File: src/rtl/id_hazard_stage_pkg.sv
// Shared instruction-field types and RV32I opcode constants for the decode/hazard stage.
package id_hazard_stage_pkg;

    typedef logic [31:0] instruction;
    typedef logic [4:0]  regAddr;
    typedef logic [3:0]  ctrALU;
    typedef logic [3:0]  ctrBranch;

    typedef enum logic [6:0] {
        OP_LUI    = 7'b0110111,
        OP_AUIPC  = 7'b0010111,
        OP_JAL    = 7'b1101111,
        OP_JALR   = 7'b1100111,
        OP_BRANCH = 7'b1100011,
        OP_LOAD   = 7'b0000011,
        OP_STORE  = 7'b0100011,
        OP_IMM    = 7'b0010011,
        OP_REG    = 7'b0110011
    } opcodeT;

    // ALU control: {funct7[5], funct3} for arithmetic ops, ADD for address math
    localparam ctrALU ALU_ADD   = 4'b0000;
    localparam ctrALU ALU_PASSB = 4'b1111;

    // Branch control: conditional branches carry {1, funct3}
    localparam ctrBranch BR_NONE = 4'b0000;
    localparam ctrBranch BR_JAL  = 4'b0001;
    localparam ctrBranch BR_JALR = 4'b0010;

    function automatic logic isLoadOp(input instruction insn);
        return insn[6:0] == OP_LOAD;
    endfunction

endpackage

File: src/rtl/id_hazard_stage_units.sv
// Building blocks of the decode stage: instruction Decoder, generic Mux and the load scoreboard.

module Decoder
    import id_hazard_stage_pkg::*;
#(
    parameter int XLEN = 32
) (
    input  instruction             insn,
    output logic                   regWe,
    output logic                   dataWe,
    output logic                   regSelect,
    output ctrBranch               branchCtr,
    output ctrALU                  aluCtr,
    output regAddr                 rs1,
    output regAddr                 rs2,
    output regAddr                 rd,
    output logic signed [XLEN-1:0] offset,
    output logic                   rs1Read,
    output logic                   rs2Read,
    output logic                   isLoad
);
    logic [2:0]         f3;
    logic signed [31:0] imm;

    assign f3     = insn[14:12];
    assign rs1    = insn[19:15];
    assign rs2    = insn[24:20];
    assign rd     = insn[11:7];
    assign offset = XLEN'(imm);

    // Control fields and the format-specific sign-extended immediate per opcode
    always_comb begin
        regWe     = 1'b0;
        dataWe    = 1'b0;
        regSelect = 1'b0;
        branchCtr = BR_NONE;
        aluCtr    = ALU_ADD;
        imm       = '0;
        rs1Read   = 1'b1;
        rs2Read   = 1'b0;
        isLoad    = 1'b0;
        case (insn[6:0])
            OP_LUI: begin
                regWe   = 1'b1;
                aluCtr  = ALU_PASSB;
                rs1Read = 1'b0;
                imm     = {insn[31:12], 12'b0};
            end
            OP_AUIPC: begin
                regWe   = 1'b1;
                rs1Read = 1'b0;
                imm     = {insn[31:12], 12'b0};
            end
            OP_JAL: begin
                regWe     = 1'b1;
                branchCtr = BR_JAL;
                rs1Read   = 1'b0;
                imm       = {{11{insn[31]}}, insn[31], insn[19:12], insn[20], insn[30:21], 1'b0};
            end
            OP_JALR: begin
                regWe     = 1'b1;
                branchCtr = BR_JALR;
                imm       = {{20{insn[31]}}, insn[31:20]};
            end
            OP_BRANCH: begin
                branchCtr = {1'b1, f3};
                rs2Read   = 1'b1;
                imm       = {{19{insn[31]}}, insn[31], insn[7], insn[30:25], insn[11:8], 1'b0};
            end
            OP_LOAD: begin
                regWe     = 1'b1;
                regSelect = 1'b1;
                isLoad    = 1'b1;
                imm       = {{20{insn[31]}}, insn[31:20]};
            end
            OP_STORE: begin
                dataWe  = 1'b1;
                rs2Read = 1'b1;
                imm     = {{20{insn[31]}}, insn[31:25], insn[11:7]};
            end
            OP_IMM: begin
                regWe  = 1'b1;
                aluCtr = {(f3 == 3'b101) && insn[30], f3};
                imm    = {{20{insn[31]}}, insn[31:20]};
            end
            OP_REG: begin
                regWe   = 1'b1;
                rs2Read = 1'b1;
                aluCtr  = {insn[30], f3};
            end
            default: begin
                regWe = 1'b0;
            end
        endcase
    end

endmodule

module Mux #(
    parameter int W = 1
) (
    input  logic [W-1:0] a,
    input  logic [W-1:0] b,
    input  logic         sel,
    output logic [W-1:0] y
);
    assign y = sel ? b : a;
endmodule

module load_scoreboard
    import id_hazard_stage_pkg::*;
#(
    parameter int MAX_PENDING = 4,
    parameter int PCW         = 3
) (
    input  logic           clk,
    input  logic           rst,
    input  logic           issueLoad,
    input  regAddr         issueRd,
    input  logic           wbValid,
    input  regAddr         wbRd,
    output logic [31:0]    pending,
    output logic [PCW-1:0] pendCnt,
    output logic           full
);
    logic           clrHit;
    logic           setLive;
    logic           setNew;
    logic [31:0]    clrMask;
    logic [31:0]    setMask;
    logic [31:0]    pendingNext;
    logic [PCW-1:0] cntNext;

    // A same-register set and clear nets to "still pending, count unchanged"
    always_comb begin
        clrHit      = wbValid && pending[wbRd];
        setLive     = issueLoad && (issueRd != '0);
        setNew      = setLive && (!pending[issueRd] || (clrHit && (wbRd == issueRd)));
        clrMask     = clrHit  ? (32'b1 << wbRd)    : '0;
        setMask     = setLive ? (32'b1 << issueRd) : '0;
        pendingNext = ((pending & ~clrMask) | setMask) & 32'hFFFF_FFFE;
        cntNext     = pendCnt;
        if (setNew && !clrHit) begin
            cntNext = pendCnt + PCW'(1);
        end else if (!setNew && clrHit) begin
            cntNext = pendCnt - PCW'(1);
        end
    end

    // Pending bitmap and outstanding-load count
    always_ff @(posedge clk or negedge rst) begin
        if (!rst) begin
            pending <= '0;
            pendCnt <= '0;
        end else begin
            pending <= pendingNext;
            pendCnt <= cntNext;
        end
    end

    // >= so the one-over case (a load accepted just below the limit) still blocks
    assign full = pendCnt >= PCW'(MAX_PENDING);

endmodule

File: src/rtl/id_hazard_stage.sv
// Decode stage with load-use hazard detection, a single-entry output bundle and stall statistics.
module id_hazard_stage
    import id_hazard_stage_pkg::*;
#(
    parameter int XLEN        = 32,
    parameter int MAX_PENDING = 4,
    parameter int CNT_W       = 16
) (
    input  logic                   clk,
    input  logic                   rst,
    input  logic                   in_valid,
    output logic                   in_ready,
    input  instruction             in_insn,
    input  logic [XLEN-1:0]        in_pc,
    output logic                   out_valid,
    input  logic                   out_ready,
    input  logic                   flush,
    input  logic                   wb_valid,
    input  regAddr                 wb_rd,
    output logic                   out_regWe,
    output logic                   out_dataWe,
    output logic                   out_regSelect,
    output ctrBranch               out_branchCtr,
    output ctrALU                  out_aluCtr,
    output regAddr                 out_regA,
    output regAddr                 out_regB,
    output regAddr                 out_rd,
    output logic signed [XLEN-1:0] out_offset,
    output logic [XLEN-1:0]        out_pc,
    output logic [CNT_W-1:0]       stall_count
);
    // Headroom of one: a held load can issue while another is accepted at MAX_PENDING-1
    localparam int PCW = $clog2(MAX_PENDING + 2);

    function automatic logic [CNT_W-1:0] satInc(input logic [CNT_W-1:0] v);
        return (&v) ? v : v + CNT_W'(1);
    endfunction

    logic                   decRegWe, decDataWe, decRegSelect;
    logic                   decRs1Read, decRs2Read, decIsLoad;
    ctrBranch               decBranchCtr;
    ctrALU                  decAluCtr;
    regAddr                 decRs1, decRs2, decRd, decRegB;
    logic signed [XLEN-1:0] decOffset;

    logic [31:0]            pending;
    logic [PCW-1:0]         pendCnt;
    logic                   pendFull;
    logic                   heldLoad, hazard, accept, issue, stall;

    logic                   vld_p1;
    logic                   regWe_p1, dataWe_p1, regSelect_p1, isLoad_p1;
    ctrBranch               branchCtr_p1;
    ctrALU                  aluCtr_p1;
    regAddr                 regA_p1, regB_p1, rd_p1;
    logic signed [XLEN-1:0] offset_p1;
    logic [XLEN-1:0]        pc_p1;
    logic [CNT_W-1:0]       stallCnt;

    Decoder #(.XLEN(XLEN)) decoder (
        .insn      (in_insn),
        .regWe     (decRegWe),
        .dataWe    (decDataWe),
        .regSelect (decRegSelect),
        .branchCtr (decBranchCtr),
        .aluCtr    (decAluCtr),
        .rs1       (decRs1),
        .rs2       (decRs2),
        .rd        (decRd),
        .offset    (decOffset),
        .rs1Read   (decRs1Read),
        .rs2Read   (decRs2Read),
        .isLoad    (decIsLoad)
    );

    // Second operand field: rd for I/load-type encodings (insn[5]=0), rs2 otherwise
    Mux #(.W(5)) regBMux (
        .a   (decRd),
        .b   (decRs2),
        .sel (in_insn[5]),
        .y   (decRegB)
    );

    load_scoreboard #(.MAX_PENDING(MAX_PENDING), .PCW(PCW)) scoreboard (
        .clk       (clk),
        .rst       (rst),
        .issueLoad (issue && isLoad_p1),
        .issueRd   (rd_p1),
        .wbValid   (wb_valid),
        .wbRd      (wb_rd),
        .pending   (pending),
        .pendCnt   (pendCnt),
        .full      (pendFull)
    );

    // Hazard detection and handshake; in_ready is held low throughout reset
    always_comb begin
        heldLoad = vld_p1 && isLoad_p1;
        hazard   = (decRs1Read && (decRs1 != '0) &&
                    (pending[decRs1] || (heldLoad && (decRs1 == rd_p1)))) ||
                   (decRs2Read && (decRs2 != '0) &&
                    (pending[decRs2] || (heldLoad && (decRs2 == rd_p1))));
        in_ready = rst && (flush ||
                   (!hazard && !(vld_p1 && !out_ready) && !(decIsLoad && pendFull)));
        accept   = in_valid && in_ready && !flush;
        issue    = vld_p1 && out_ready;
        stall    = in_valid && !in_ready && !flush;
    end

    // ---- stage boundary: decode -> EX (bundle valid) ----
    always_ff @(posedge clk or negedge rst) begin
        if (!rst) begin
            vld_p1 <= 1'b0;
        end else if (flush) begin
            vld_p1 <= 1'b0;
        end else if (accept) begin
            vld_p1 <= 1'b1;
        end else if (issue) begin
            vld_p1 <= 1'b0;
        end
    end

    // Bundle fields load only on accept, so they stay frozen under back-pressure
    always_ff @(posedge clk or negedge rst) begin
        if (!rst) begin
            regWe_p1     <= 1'b0;
            dataWe_p1    <= 1'b0;
            regSelect_p1 <= 1'b0;
            isLoad_p1    <= 1'b0;
            branchCtr_p1 <= '0;
            aluCtr_p1    <= '0;
            regA_p1      <= '0;
            regB_p1      <= '0;
            rd_p1        <= '0;
            offset_p1    <= '0;
            pc_p1        <= '0;
        end else if (accept) begin
            regWe_p1     <= decRegWe;
            dataWe_p1    <= decDataWe;
            regSelect_p1 <= decRegSelect;
            isLoad_p1    <= decIsLoad;
            branchCtr_p1 <= decBranchCtr;
            aluCtr_p1    <= decAluCtr;
            regA_p1      <= decRs1;
            regB_p1      <= decRegB;
            rd_p1        <= decRd;
            offset_p1    <= decOffset;
            pc_p1        <= in_pc;
        end
    end

    // Saturating count of cycles where fetch offered an instruction we refused
    always_ff @(posedge clk or negedge rst) begin
        if (!rst) begin
            stallCnt <= '0;
        end else if (stall) begin
            stallCnt <= satInc(stallCnt);
        end
    end

    assign out_valid     = vld_p1;
    assign out_regWe     = regWe_p1;
    assign out_dataWe    = dataWe_p1;
    assign out_regSelect = regSelect_p1;
    assign out_branchCtr = branchCtr_p1;
    assign out_aluCtr    = aluCtr_p1;
    assign out_regA      = regA_p1;
    assign out_regB      = regB_p1;
    assign out_rd        = rd_p1;
    assign out_offset    = offset_p1;
    assign out_pc        = pc_p1;
    assign stall_count   = stallCnt;

endmodule
File: config.mk
export PLATFORM = sky130hd
export DESIGN_NAME = id_hazard_stage
export DESIGN_NICKNAME = d
export VERILOG_FILES = /design/src/rtl/id_hazard_stage_pkg.sv /design/src/rtl/id_hazard_stage_units.sv /design/src/rtl/id_hazard_stage.sv
export SDC_FILE = /design/constraint.sdc
export NUM_CORES = 1
export LEC_CHECK = 0
export BUFFER_PORTS_ARGS = -buffer_cell sky130_fd_sc_hd__clkbuf_2
export CAP_MARGIN = 10
export CORE_MARGIN = 2
export CORE_UTILIZATION = 55
export DETAILED_ROUTE_END_ITERATION = 8
export PLACE_DENSITY = 0.82
export SETUP_SLACK_MARGIN = 0.1
export SLEW_MARGIN = 20
export SYNTH_ARGS = -nofsm -noshare
export SYNTH_HDL_FRONTEND = slang
export SYNTH_SLANG_ARGS = --single-unit
File: constraint.sdc
create_clock -name clk -period 9.63 [get_ports clk]
set_input_delay 1.926 -clock clk [delete_from_list [all_inputs] [get_ports clk]]
set_output_delay 1.926 -clock clk [all_outputs]
set_load 0.01 [all_outputs]
=== Word-level counts from Yosys, hierarchy flattened ===
Cells that the tools add are included.

* Output and inout bits: 108
* Bits in registers: 141
* Logic and storage cells: 116

* $lt $le $gt $ge: 5
* Bitwise logic cells: 4
* Add/sub/neg operators: 3
* Mux-type cells: 24
* Eq/ne operators: 13
* Reductions and logical operators: 51
* Shift operators: 2

{| class="wikitable"
|+ Operators with widths
! operator !! number
|-
| 32-bit one-hot mux with 5 select lines || 1
|-
| 32-bit 2-to-1 mux || 2
|-
| 1-bit by 5-bit left shift with 32-bit output, first input constant || 2
|-
| 32-bit bitwise AND || 1
|-
| 32-bit NOT || 1
|-
| 32-bit OR || 1
|-
| 1-bit logical AND || 25
|-
| 5-bit by 6-bit < comparator with 1-bit output, second input constant || 4
|-
| 4-bit one-hot mux with 3 select lines || 2
|-
| 7-bit by 6-bit == test with 1-bit output, second input constant || 3
|-
| 7-bit == test, second input constant || 3
|-
| 1-bit binary-select mux with 5-bit select || 4
|-
| 16-bit by 1-bit adder with 16-bit output, second input constant || 1
|-
| 16-bit AND reduction || 1
|-
| 5-bit == test || 3
|-
| 5-bit nonzero test || 3
|-
| 7-bit by 5-bit == test with 1-bit output, second input constant || 2
|-
| 1-bit 2-to-1 mux || 12
|-
| 1-bit zero test || 9
|-
| 3-bit OR reduction || 3
|-
| 7-bit by 2-bit == test with 1-bit output, second input constant || 1
|-
| 7-bit OR reduction || 1
|-
| 3-bit 2-to-1 mux || 2
|-
| 1-bit logical OR || 5
|-
| 10 further kinds || 10
|}

=== Logic depth before layout (Yosys ltp) ===
Gate-level depths: netlist (run 1).

* Word-level depth: 15
* Mapped depth: 15
* Depth with buffers taken out: 13

=== By module ===
From an unflattened synthesis (run 1), not the netlist that was laid out.

* Cell total of the unflattened synthesis: 680
* Area total of the unflattened synthesis: 8125.3 um^2

{| class="wikitable"
|+ By module, submodules not included
! module !! area an instance (um^2) !! seq. area each (um^2) !! instances !! cells each
|-
| id_hazard_stage || 5112.4 || 2702.6 || 1 || 345
|-
| load_scoreboard || 2192.1 || 850.8 || 1 || 221
|-
| Decoder || 764.5 || 0.0 || 1 || 109
|-
| Mux || 56.3 || 0.0 || 1 || 5
|}

=== Worst setup path after synthesis (run 1) ===
Ideal clock, no wire load.

* Kind: input-to-output
* Start point: in in_insn[21]
* End point: out in_ready
* Arrival: 3.957 ns
* Data required time: 7.704 ns
* Stages: 10
* Slack: 3.747 ns
* Path through: clkbuf_1 clkbuf_1 mux4_2 mux2i_1 nor2_1 nor4_1 o32ai_4 buf_2 buf_2 inv_1

* Longest elaborated chain between the ends: 10
* Elaborated cells on any way between the ends: 14
* Classes of those cells: 1 x eq/ne; 2 x mux; 11 x reduce/logical

{| class="wikitable"
|+ Ends and longest elaborated chain
! item !! line !! text
|-
| start, declared || id_hazard_stage.sv:13 || <nowiki>input instruction in_insn,</nowiki>
|-
| 1-bit binary-select mux with 5-bit select or 5-bit == test (tied branches) || id_hazard_stage.sv:102 || <nowiki>(pending[decRs2] || (heldLoad && (decRs2 == rd_p1))));</nowiki>
|-
| 1-bit 2-to-1 mux (not written as such) or 1-bit logical AND (tied branches) || id_hazard_stage.sv:102 ||
|-
| 1-bit logical OR || id_hazard_stage.sv:102 ||
|-
| 1-bit logical AND * || id_hazard_stage.sv:101 || <nowiki>(decRs2Read && (decRs2 != '0) &&</nowiki>
|-
| 1-bit logical OR * || id_hazard_stage.sv:100 || <nowiki>(pending[decRs1] || (heldLoad && (decRs1 == rd_p1)))) ||</nowiki>
|-
| 1-bit zero test * || id_hazard_stage.sv:104 || <nowiki>(!hazard && !(vld_p1 && !out_ready) && !(decIsLoad && pendFull)));</nowiki>
|-
| 1-bit logical AND * (2 in a row) || id_hazard_stage.sv:104 ||
|-
| 1-bit logical OR * || id_hazard_stage.sv:103 || <nowiki>in_ready = rst && (flush ||</nowiki>
|-
| 1-bit logical AND * || id_hazard_stage.sv:103 ||
|-
| end, declared || id_hazard_stage.sv:12 || <nowiki>output logic in_ready,</nowiki>
|}

Every way passes the cells marked *; elsewhere a longest branch is shown, timed or not. The select of a mux whose other input is x is not followed.

=== Worst setup path in the final report (run 1) ===
* Start point: in in_insn[6]
* End point: out in_ready

* Longest elaborated chain between the ends: 11
* Elaborated cells on any way between the ends: 24
* Classes of those cells: 7 x eq/ne; 3 x mux; 14 x reduce/logical

{| class="wikitable"
|+ Ends and longest elaborated chain
! item !! line !! text
|-
| 7-bit by 6-bit == test with 1-bit output (tied with other cells) || id_hazard_stage_units.sv:42 || <nowiki>case (insn[6:0])</nowiki>
|-
| 3-bit OR reduction (no source line) || n/a ||
|-
| 1-bit 2-to-1 mux || id_hazard_stage_units.sv:42 ||
|-
| 1-bit logical AND, on equally long branches (2 in a row) || id_hazard_stage.sv:99, id_hazard_stage.sv:101 ||
|-
| 1-bit logical OR || id_hazard_stage.sv:100 ||
|-
| 1-bit zero test || id_hazard_stage.sv:104 ||
|-
| 1-bit logical AND || id_hazard_stage.sv:104 ||
|-
| 1-bit logical AND * || id_hazard_stage.sv:104 ||
|-
| 1-bit logical OR * || id_hazard_stage.sv:103 ||
|-
| 1-bit logical AND * || id_hazard_stage.sv:103 ||
|}

Every way passes the cells marked *; elsewhere a longest branch is shown, timed or not.

==> results.md, run 1 <==
- The share of total power dissipated in combinational logic is 0.186.
- In this run the remaining antenna-violating nets after routing total 0.
- The clock network power share is 0.365.
- The number of different library cells used by synthesis comes to 52.
- The final setup violation count is 0.
- The clock reaches the later pin of the worst-skew pair after 430 ps.
- The initial cell density of the core is 0.556.
- Of the post-synthesis cell area, the dominant cell type holds 0.463.
- In this run the worst setup path begins at in_insn[6].
- TritonCTS created 17 clock buffers.
- The final weighted congestion in routability-driven placement is 0.949.
- After detailed routing, the wire length on met1 is 8200 microns.
- The average footprint of a synthesized cell is 11.4 sq um.
- The portion of the clock cycle consumed by the worst path in the final layout is 0.637.
- Yosys printed 0 warnings.
- Counting every instance in the synthesized netlist gives 671.
- The cell sitting at the root of the clock tree is a sky130_fd_sc_hd__clkbuf_16.
- For this design the ratio of total power to cell area is 180 mW/mm^2.
- The TritonCTS clock tree is yes.
- The DRC violation total after the first TritonRoute iteration is 692.
- The measured slew at the worst slew-check pin is 1050 ps.
- The overall power consumption is 1.64 mW.
- The number of max-slew violations in the final report is 0.
- The final sum of negative setup slack is 0 ps.
- The worst setup path is of the in -> out kind.
- The via count is 6,329.
- Of the total power, the share spent switching nets is 0.306.
- Measured in cells, the most critical reg-to-reg path has a length of 9.
- Sorting the synthesized cells by how often they occur yields sky130_fd_sc_hd__dfrtp_1 (141), sky130_fd_sc_hd__o21ai_0 (73), sky130_fd_sc_hd__mux2_1 (65), sky130_fd_sc_hd__nand2_1 (34), sky130_fd_sc_hd__mux4_2 (30).
- The analysis attributes to net switching a power of 0.502 mW.
- The fraction of layout instances using a drive strength above 1 is 0.315.
- The first global-routing pass estimated 32,400 microns of wire.
- The initial antenna violation count is 0.
- The final clock skew is 13.3 ps.
- Dividing the detail-routed wire length by the instance count gives 20.4 microns.
- The share of total power dissipated in sequential elements is 0.449.
- By area the synthesized netlist is led by sky130_fd_sc_hd__dfrtp_1 (46%), sky130_fd_sc_hd__mux2_1 (9.6%), sky130_fd_sc_hd__mux4_2 (8.9%).
- The highest metal layer with signal wires is met4.
- The count of input and output buffers is 182.
- The flow ran to the end, and the final reports show no timing, DRC or antenna violations.
- The number of global-route vias before repair is 6,005.
- The path class of the tightest hold or removal check is reg -> reg.
- Using the TritonRoute via totals, the vias-per-cell ratio works out to 6.20.
- In this run the static leakage power is 4.18 nW.
- In this run the standard cell core region covers 0.0137 sq mm.
- Timing would allow up to 0.163 GHz.
- The total overflow left after global routing is 0.
- The total met3 wirelength after detailed routing is 2130 microns.
- The floorplan has 43 rows.
- The largest fanout on the critical path is 41.
- The HPWL after detailed placement is 14,500 microns.
- In this run the critical register-to-register path is captured at out_pc[16].
- Clock tree synthesis found a total of 141 sinks.
- In the final design database the tool counted 905 nets.
- Setup repair after global routing left no endpoint under its margin.
- The post-synthesis register bit count is 141.
- For this run, the detailed router's first-pass iteration total came to 5.
- The number of synthesized flops with an enable pin is 0.
- The relative area change from synthesis to final layout is 19.4%.
- Data on the critical path is required at its endpoint by 7700 ps.
- The floorplan die area is 0.0148 sq mm.
- In the detailed route, the total length drawn on met2 is 9480 microns.
- The share of async-settable or async-resettable flops after synthesis is 1.00.
- The critical path ends at in_ready.
- Gates resized during post-CTS repair numbered 0.
- Across every metal layer, demand over resource in global routing totals 0.286.
- STA classifies the critical path startpoint as an input pin.
- The count of boundary I/O pins is 183.
- The smallest clock period supported by the final layout is computed as 6140 ps.
- For this run, the register share of the synthesized area comes to 0.463.
- Hold is met by 483 ps.
- Entering global routing, the biggest net connects 83 pins.
- The reg-to-reg critical path startpoint is out_rd[0].
- The longest clock path from root to sink contains 2 buffers.
- The y dimension of the die is 122 microns.
- The total nets after synthesis is 749.
- The worst path arrival time is 4210 ps.
- The worst-case IR drop observed on VDD is 0.117 mV.
- Summing every instance area after synthesis gives 0.00762 sq mm.
- Max-cap violations in this run came to 0.
- sky130_fd_sc_hd__dfrtp_1 is the most common cell in the netlist.
- Of all cell types, the one taking the most synthesized area is sky130_fd_sc_hd__dfrtp_1.
- The hold violation count in the final report is 0.
- The worst setup path is captured at an output pin.
- The total internal power is 1.14 mW.
- Measured on the finished design, the core utilization comes to 0.664.
- The number of hold-repair buffers added at the cts stage is 0.
- The die span in x is 122 microns.
- CTS built an H-tree with a depth of 4.
- The setup slack of the critical path after layout is 3490 ps.
- Headroom to the max-slew limit came out at 0.303.
- For flop-to-flop paths, the worst setup slack is 5590 ps.
- The total routed wirelength is 20,900 microns.
- The buffers inserted during post-CTS setup optimization is 0.
- The worst setup slack after placement is 3530 ps.
- The leading register cell type out of synthesis is sky130_fd_sc_hd__dfrtp_1.
- Clock-pin slew was measured on the worst setup and hold paths at 60 ps.
- For this run, design rule violations remaining after detail routing come to 0.
==> power groups by stage <==
stage / logic [mW] / clock network (mW) / registers, mW
2_1_floorplan: 0.167 / 0 / 0.742
3_3_place_gp: 0.296 / 0 / 0.741
3_5_place_dp: 0.305 / 0 / 0.745
4_1_cts: 0.307 / 0.604 / 0.736
5_1_grt: 0.334 / 0.632 / 0.747
6_report: 0.306 / 0.598 / 0.736
==> cell type report <==
cell class	instances	area, sq um
clock inverter	12	88.8
fill	1060	4610
multi-input combinational	456	3770
sequential	141	3530
clock buffer	20	447
timing repair buffer	185	943
tap	180	225
antenna	1	2.50
inverter	26	97.6
==> how the worst min path moves through the flow <==
stage	depth (start not counted)	to	from
6_report	1	out_pc[19]	out_pc[19]
4_1_cts	1	out_pc[19]	out_pc[19]
3_5_place_dp	1	out_pc[19]	out_pc[19]
5_1_grt	1	out_pc[12]	out_pc[12]
2_1_floorplan	1	scoreboard.pendCnt[2]	scoreboard.pendCnt[2]
3_3_place_gp	1	out_pc[29]	out_pc[29]
==> routing by layer <==
layer  up-vias  GRT usage
met5         -          0
met4         0      0.159
met3       104     0.0815
met2       415      0.415
met1      3043      0.390
li1       2767          -
==> metrics by stage <==
step	instances	instance area, sq um
4_1_cts	1020	9100
6_report	1021	9100
3_3_place_gp	988	8560
3_5_place_dp	988	8560
2_1_floorplan	671	7620
5_1_grt	1020	9100
==> critical path: stages <==
cell and delay [ps]:
sky130_fd_sc_hd__clkbuf_2 190, sky130_fd_sc_hd__or3b_2 540, sky130_fd_sc_hd__a21oi_1 620, sky130_fd_sc_hd__o21ai_0 200, sky130_fd_sc_hd__nand2b_1 150, sky130_fd_sc_hd__o32ai_4 80
sky130_fd_sc_hd__buf_4 270, sky130_fd_sc_hd__inv_1 90, sky130_fd_sc_hd__clkbuf_2 130
==> layout by cell type, fill, tap and decap left out, drive strengths merged, types with 9 or more instances in the layout <==
master  netlist  final
clkbuf       28    201
dfrtp       141    141
o21ai        78     78
mux2         77     77
nand2        34     34
mux4         30     30
inv          26     29
xnor2        28     28
a21oi        26     26
nand3        25     25
nor2         21     21
mux2i        20     20
nand2b       16     16
nor2b        10     10
o41ai         9      9
==> sequential cells by signal, indices dropped and copies added, names as in the netlist, 3 cells and up <==
signal              flops
out_offset             32
out_pc                 32
scoreboard.pending     31
stall_count            16
out_rd                  5
out_regA                5
out_regB                5
out_aluCtr              4
out_branchCtr           4
scoreboard.pendCnt      3
==> kinds of logic (layout without fill, tap and decap cells) <==
| logic type | Yosys count | in the layout | synth area share |
|---|---|---|---|
| xor+xnor | 32 | 32 | 0.0368 |
| flops | 141 | 141 | 0.463 |
| buf+inv | 74 | 243 | 0.0428 |
| simple gates | 147 | 147 | 0.103 |
| other cells | 0 | 1 | 0 |
| compound gates | 147 | 147 | 0.120 |
| fa+ha+maj | 3 | 3 | 0.00591 |
| mux | 127 | 127 | 0.229 |
No activity file was read; power rests on OpenSTA's default activity.
==> run 2: changes to the inputs <==
- CORE_UTILIZATION: 55 -> 49
- PLACE_DENSITY: 0.82 -> 0.77
- clock period: 9.63 -> 5.59 ns (I/O delays scaled with it)
==> results.md, run 2 (synthesis gave the netlist of run 1 again) <==
- The worst setup path is launched from an input pin.
- The largest vdd supply drop is 0.211 mV (+80%).
- The element type at the critical path end is an output pin.
- The first-pass detailed-route iteration total is 6 (+1).
- The most common library cell in the layout ignoring fill and taps is sky130_fd_sc_hd__clkbuf_2.
- The initial cell density of the core is 0.502 (-0.0542).
- The DRC violation count after routing came to 0 (unchanged).
- The ratio of total power to cell area is 318 mW/mm^2 (+77%).
- The source-to-sink clock delay at the later pin of the worst-skew pair came to 430 ps (about the same).
- The number of core rows is 45 (+4.7%).
- The total routed wirelength came to 20,500 microns (-1.7%).
- In this run the clock root is driven by a sky130_fd_sc_hd__clkbuf_16.
- The floorplan die area is 0.0166 sq mm (+12%).
- The die span in x came to 129 microns (+5.8%).
- The setup slack of the critical path after layout was 1030 ps (-2460 ps).
- The y dimension of the die was 129 microns (+5.8%).
- The number of hold-repair buffers added at the cts stage was 0 (unchanged).
- The clock slew at the register clock pins of the worst setup and hold paths is 60 ps (about the same).
- The pin count of the biggest net entering global routing is 73 (-12%).
- The tightest min-delay check is of the reg -> reg type.
- The placed wire-length estimate after detailed placement is 14,700 microns (+1.4%).
- In the layout the commonest cells are sky130_fd_sc_hd__clkbuf_2 (181), sky130_fd_sc_hd__dfrtp_1 (141), sky130_fd_sc_hd__o21ai_0 (73).
- The minimum hold slack is 484 ps (+1.41 ps).
- Setup repair after global routing left no endpoint under its margin.
- The initial antenna violation count was 0 (unchanged).
- The fraction of layout instances using a drive strength above 1 is 0.323 (+0.00722).
- The filler cell count is 1,251 (+18%).
- The maximum clock frequency is 0.220 GHz.
- The number of nets at the end of the flow was 911 (+0.66%).
- The final sum of negative setup slack was 0 ps (unchanged).
- The deepest clock path buffer count is 2 (unchanged).
- The final clock skew came to 14.6 ps (+1.24 ps).
- The average detailed-routed wire length per instance is 19.8 microns (-2.9%).
- The number of global-route vias before repair was 6,055 (+0.83%).
- The worst setup slack after placement is 979 ps (-2550 ps).
- The post-cts gate resize count is 0 (unchanged).
- The DRC violation total after the first TritonRoute iteration came to 619 (-11%).
- The final weighted congestion in routability-driven placement is 0.935 (-1.5%).
- The deepest level of the CTS H-tree was 4 (unchanged).
- The number of buffers inserted during clock tree synthesis is 17 (unchanged).
- The global-route wire length before repair is 32,300 microns (-0.38%).
- The via count is 6,226 (-1.6%).
- The TritonCTS clock tree is yes.
- Subtracting the final worst setup slack from the clock period gives 4560 ps.
- The number of sinks handled by clock tree synthesis is 141 (unchanged).
- The core outline area was 0.0152 sq mm (+11%).
- The hold violation count in the final report is 0 (unchanged).
- The critical path is of the in -> out type.
- The normalized max-slew margin came to 0.332 (+0.0297).
- The max-capacitance violation count is 0 (unchanged).
- The largest fanout on the critical path came to 41 (unchanged).
- The number of antenna-violating nets in the routed design is 0 (unchanged).
- The number of inserted diodes is 0 (-1).
- The number of max-slew violations in the final report is 0 (unchanged).
- The routed via count divided by cell count is 6.02 (-2.9%).
- The total routing resource utilization after global routing is 0.253 (-0.0336).
- The run finished with clean final reports.
- The critical path required time was 4470 ps (-3230 ps).
- The final setup violation count is 0 (unchanged).
- The count of boundary I/O pins is 183 (unchanged).
- The leakage power figure came to 4.25 nW (+1.8%).
- The worst path arrival time came to 3440 ps (-770 ps).
- The measured slew at the worst slew-check pin is 1000 ps (-44.6 ps).
- The count of input and output buffers is 182 (unchanged).
- The buffers inserted during post-CTS setup optimization is 0 (unchanged).
- The overall overflow remaining after global route is 0 (unchanged).
- The relative area change from synthesis to final layout is 21.2%.
- The portion of the clock cycle consumed by the worst path in the final layout is 0.815.
-- run 2: cell types whose count changed in the layout (fill, tap and decap cells not counted), sizes merged --
cell      previous run  this run
bufinv               0         2
clkbuf             201       199
buf                  4        10
clkinvlp             3         1
inv                 29        31
diode                1         0
-- run 2: worst paths after layout --
path                                      from              to  slack (ps)  depth (start not counted)
worst min register to register  stall_count[5]  stall_count[5]         480                          1
worst max register to register       out_rd[0]  out_offset[11]        1830                          9
worst min-delay path            stall_count[5]  stall_count[5]         480                          1
min in group asynchronous                  rst       isLoad_p1         920                          2
max in group asynchronous                  rst   out_offset[4]        3260                          3
worst max-delay path               in_insn[20]        in_ready        1030                          9
-- run 2: report_power, final --
group          internal, mW  switching [mW]
clock network         0.678           0.465
logic                 0.242           0.285
registers              1.14           0.130
-- run 2: critical path: stages --
cell                       delay, ps
sky130_fd_sc_hd__clkbuf_2        390
sky130_fd_sc_hd__mux4_2          580
sky130_fd_sc_hd__mux2i_1         220
sky130_fd_sc_hd__nor2_1           70
sky130_fd_sc_hd__nor4_1          440
sky130_fd_sc_hd__o32ai_4         120
sky130_fd_sc_hd__buf_4           260
sky130_fd_sc_hd__inv_1            90
sky130_fd_sc_hd__clkbuf_2        120
-- run 2: cell type report --
| class | instances | area [sq um] | area share |
|---|---|---|---|
| Multi-Input combinational cell | 456 | 3770 | 0.408 |
| Sequential cell | 141 | 3530 | 0.382 |
| Timing Repair Buffer | 191 | 1010 | 0.109 |
| Clock buffer | 18 | 439 | 0.0475 |
| Tap cell | 188 | 235 | 0.0255 |
| Clock inverter | 14 | 158 | 0.0171 |
| Inverter | 26 | 97.6 | 0.0106 |
-- run 2: routing by layer --
| layer | routed length, microns | track usage | share of wire | up-vias |
|---|---|---|---|---|
| met5 | 0 | 0 | 0 | - |
| met4 | 738 | 0.104 | 0.036 | 0 |
| met3 | 1840 | 0.0678 | 0.090 | 58 |
| met2 | 9760 | 0.394 | 0.48 | 313 |
| met1 | 8180 | 0.339 | 0.40 | 3067 |
| li1 | - | - | - | 2788 |
-- run 2: stage by stage --
stage | total power, mW | cell area (sq um) | util | instances
finish | 2.94 | 9240 | 0.608 | 1034
global route | 3.07 | 9240 | 0.608 | 1034
CTS | 2.96 | 9240 | 0.608 | 1034
detailed placement | 1.81 | 8640 | 0.568 | 1002
global placement | 1.79 | 8640 | 0.568 | 1002
floorplan | 1.57 | 7620 | - | 671
==> run 3: changes to the inputs <==
- CORE_UTILIZATION: 49 -> 54
- PLACE_DENSITY: 0.77 -> 0.8
- clock period: 5.59 -> 4.45 ns (I/O delays scaled with it)
==> results.md, run 3 (synthesis gave the netlist of run 1 again) <==
- The DRC violation total after the first TritonRoute iteration is 701 (+13%).
- The final weighted congestion in routability-driven placement is 1.00 (+7.1%).
- The minimum setup slack among reg-to-reg paths came to 750 ps (-1080 ps).
- The global-route wire length before repair was 32,800 microns (+1.6%).
- The critical path required time came to 3560 ps (-910 ps).
- The y dimension of the die was 123 microns (-4.6%).
- The total internal power is 2.55 mW (+24%).
- The count of boundary I/O pins is 183 (unchanged).
- The placed wire-length estimate after detailed placement is 14,300 microns (-2.7%).
- The clock network power share is 0.392 (+0.003).
- The leakage power figure is 4.27 nW (+0.57%).
- The number of hold-repair buffers added at the cts stage is 0 (unchanged).
- The TritonCTS clock tree is yes.
- The via count is 6,328 (+1.6%).
- The worst setup path is of the in -> out kind.
- Dividing the final minimum period by the clock period gives 0.890.
- The worst path arrival time is 3070 ps (-370 ps).
- The overall overflow remaining after global route is 0 (unchanged).
- The biggest cell delay along the critical path came to 560 ps (-20 ps).
- The pin count of the biggest net entering global routing is 76 (+4.1%).
- The most common library cell in the layout ignoring fill and taps is sky130_fd_sc_hd__clkbuf_2.
- The number of nets at the end of the flow was 916 (+0.55%).
- The shortest period the worst path allows is 3960 ps.
- The hold violation count in the final report is 0 (unchanged).
- The count of input and output buffers was 182 (unchanged).
- In the layout the commonest cells are sky130_fd_sc_hd__clkbuf_2 (181), sky130_fd_sc_hd__dfrtp_1 (141), sky130_fd_sc_hd__o21ai_0 (73).
- STA classifies the critical path endpoint as an output pin.
- The number of core rows is 43 (-4.4%).
- The initial cell density of the core is 0.551 (+0.0499).
- The sequential power share came to 0.422 (-0.010).
- The deepest clock path buffer count is 2 (unchanged).
- The largest vdd supply drop was 0.319 mV (+51%).
- The deepest level of the CTS H-tree was 4 (unchanged).
- The number of antenna-violating nets in the routed design was 0 (unchanged).
- The worst hold path terminates at out_pc[16].
- In this run the critical register-to-register path is launched from out_rd[0].
- The source-to-sink clock delay at the later pin of the worst-skew pair is 430 ps (about the same).
- The die span in x is 123 microns (-4.6%).
- The final setup violation count is 0 (unchanged).
- The fraction of power spent switching nets was 0.314 (+0.0148).
- The normalized max-slew margin was 0.310 (-0.0222).
- The number of buffers inserted during clock tree synthesis came to 17 (unchanged).
- The combinational cell fraction of total power came to 0.186 (+0.007).
- The final clock skew was 10.4 ps (-4.13 ps).
- The initial antenna violation count is 0 (unchanged).
- The clock slew at the register clock pins of the worst setup and hold paths came to 70 ps (about the same).
- The floorplan die area is 0.0151 sq mm (-9.0%).
- The total routing resource utilization after global routing is 0.285 (+0.0320).
- Clock tree synthesis selected as its root buffer the cell sky130_fd_sc_hd__clkbuf_16.
- The logic depth of the worst register-to-register path is 10 (+1).
- The first-pass detailed-route iteration total was 9 (+3).
- From synthesis to final layout, the design area changed by 21.5%.
- The average detailed-routed wire length per instance came to 20.2 microns (+1.6%).
- The run finished with clean final reports.
- The slowest stage of the critical path belongs to the cell sky130_fd_sc_hd__mux4_2.
- The hold path depth is 1 (unchanged).
- The overall power consumption is 3.72 mW (+26%).
- The total routed wirelength is 20,800 microns (+1.3%).
- The routed via count divided by cell count is 6.14 (+1.9%).
- Setup repair after global routing left no endpoint under its margin.
- The type of element launching the critical path is an input pin.
- The core outline area is 0.0138 sq mm (-9.0%).
- The number of max-slew violations in the final report is 0 (unchanged).
- The DRC violation count after routing came to 0 (unchanged).
- The buffers inserted during post-CTS setup optimization was 0 (unchanged).
- The measured slew at the worst slew-check pin came to 1030 ps (+33.3 ps).
- The post-cts gate resize count is 0 (unchanged).
- The final sum of negative setup slack was 0 ps (unchanged).
- The max-capacitance violation count was 0 (unchanged).
- The cell that appears most often on the critical path is sky130_fd_sc_hd__clkbuf_2.
- The maximum clock frequency is 0.252 GHz.
- The ratio of total power to cell area is 401 mW/mm^2 (+26%).
- The fraction of layout instances using a drive strength above 1 was 0.325 (+0.00280).
- The number of global-route vias before repair is 6,298 (+4.0%).
- The largest fanout on the critical path was 17 (-59%).
- The type of the most critical hold path is reg -> reg.
- Walking the worst path, the cells encountered are clkbuf_2 -> mux4_2 -> mux2_2 -> a2111oi_4 -> o32ai_4 -> inv_1 -> clkbuf_2.
- The number of inserted diodes is 0 (unchanged).
- The net switching component of the power is 1.17 mW (+33%).
- The endpoint identified for the worst register-to-register timing path is scoreboard.pendCnt[2].
- The source of the worst hold timing path is out_pc[16].
- The number of sinks handled by clock tree synthesis was 141 (unchanged).
-- run 3: critical path, delay by kind of cell --
kind	cells	cell delay, ps
multiplexers	2	860
AO/OA/AOI/OAI	2	650
buffers and inverters	3	670
-- run 3: layout make-up --
type                            instances  area [sq um]
Clock buffer                           17           425
Clock inverter                         15           186
Fill cell                            1006          4560
Inverter                               26          97.6
Multi-Input combinational cell        456          3770
Sequential cell                       141          3530
Tap cell                              180           225
Timing Repair Buffer                  196          1030
-- run 3: power groups by stage --
stage | combinational (mW) | clock, mW | sequential, mW
6_report | 0.691 | 1.46 | 1.57
3_5_place_dp | 0.690 | 0 | 1.59
3_3_place_gp | 0.672 | 0 | 1.59
2_1_floorplan | 0.362 | 0 | 1.61
4_1_cts | 0.695 | 1.48 | 1.57
5_1_grt | 0.754 | 1.53 | 1.60
-- run 3: worst max path at each step --
stage / slack [ps] / from / to / depth (start not counted)
finish: 490 / in_insn[20] / in_ready / 7
detailed placement: 290 / wb_rd[0] / scoreboard.pendCnt[2] / 13
CTS: 500 / in_insn[20] / in_ready / 7
global placement: 410 / wb_rd[0] / scoreboard.pendCnt[2] / 13
floorplan: 550 / wb_rd[1] / scoreboard.pendCnt[2] / 15
global route: 340 / in_insn[20] / in_ready / 8
-- run 3: stage by stage --
step           hold slack, ps  utilization  instance area, sq um  setup WS (ps)  cells
5_1_grt                   507        0.670                  9270            342   1031
4_1_cts                   488        0.670                  9270            502   1031
6_report                  484        0.670                  9270            488   1031
2_1_floorplan             443            -                  7620            549    671
3_5_place_dp              474        0.626                  8660            288    999
3_3_place_gp              466        0.626                  8660            409    999
-- run 3: per-layer routing --
layer	GRT usage	wire length [microns]
met3	0.0827	2080
met4	0.122	663
met1	0.373	8160
met5	0	0
met2	0.443	9870
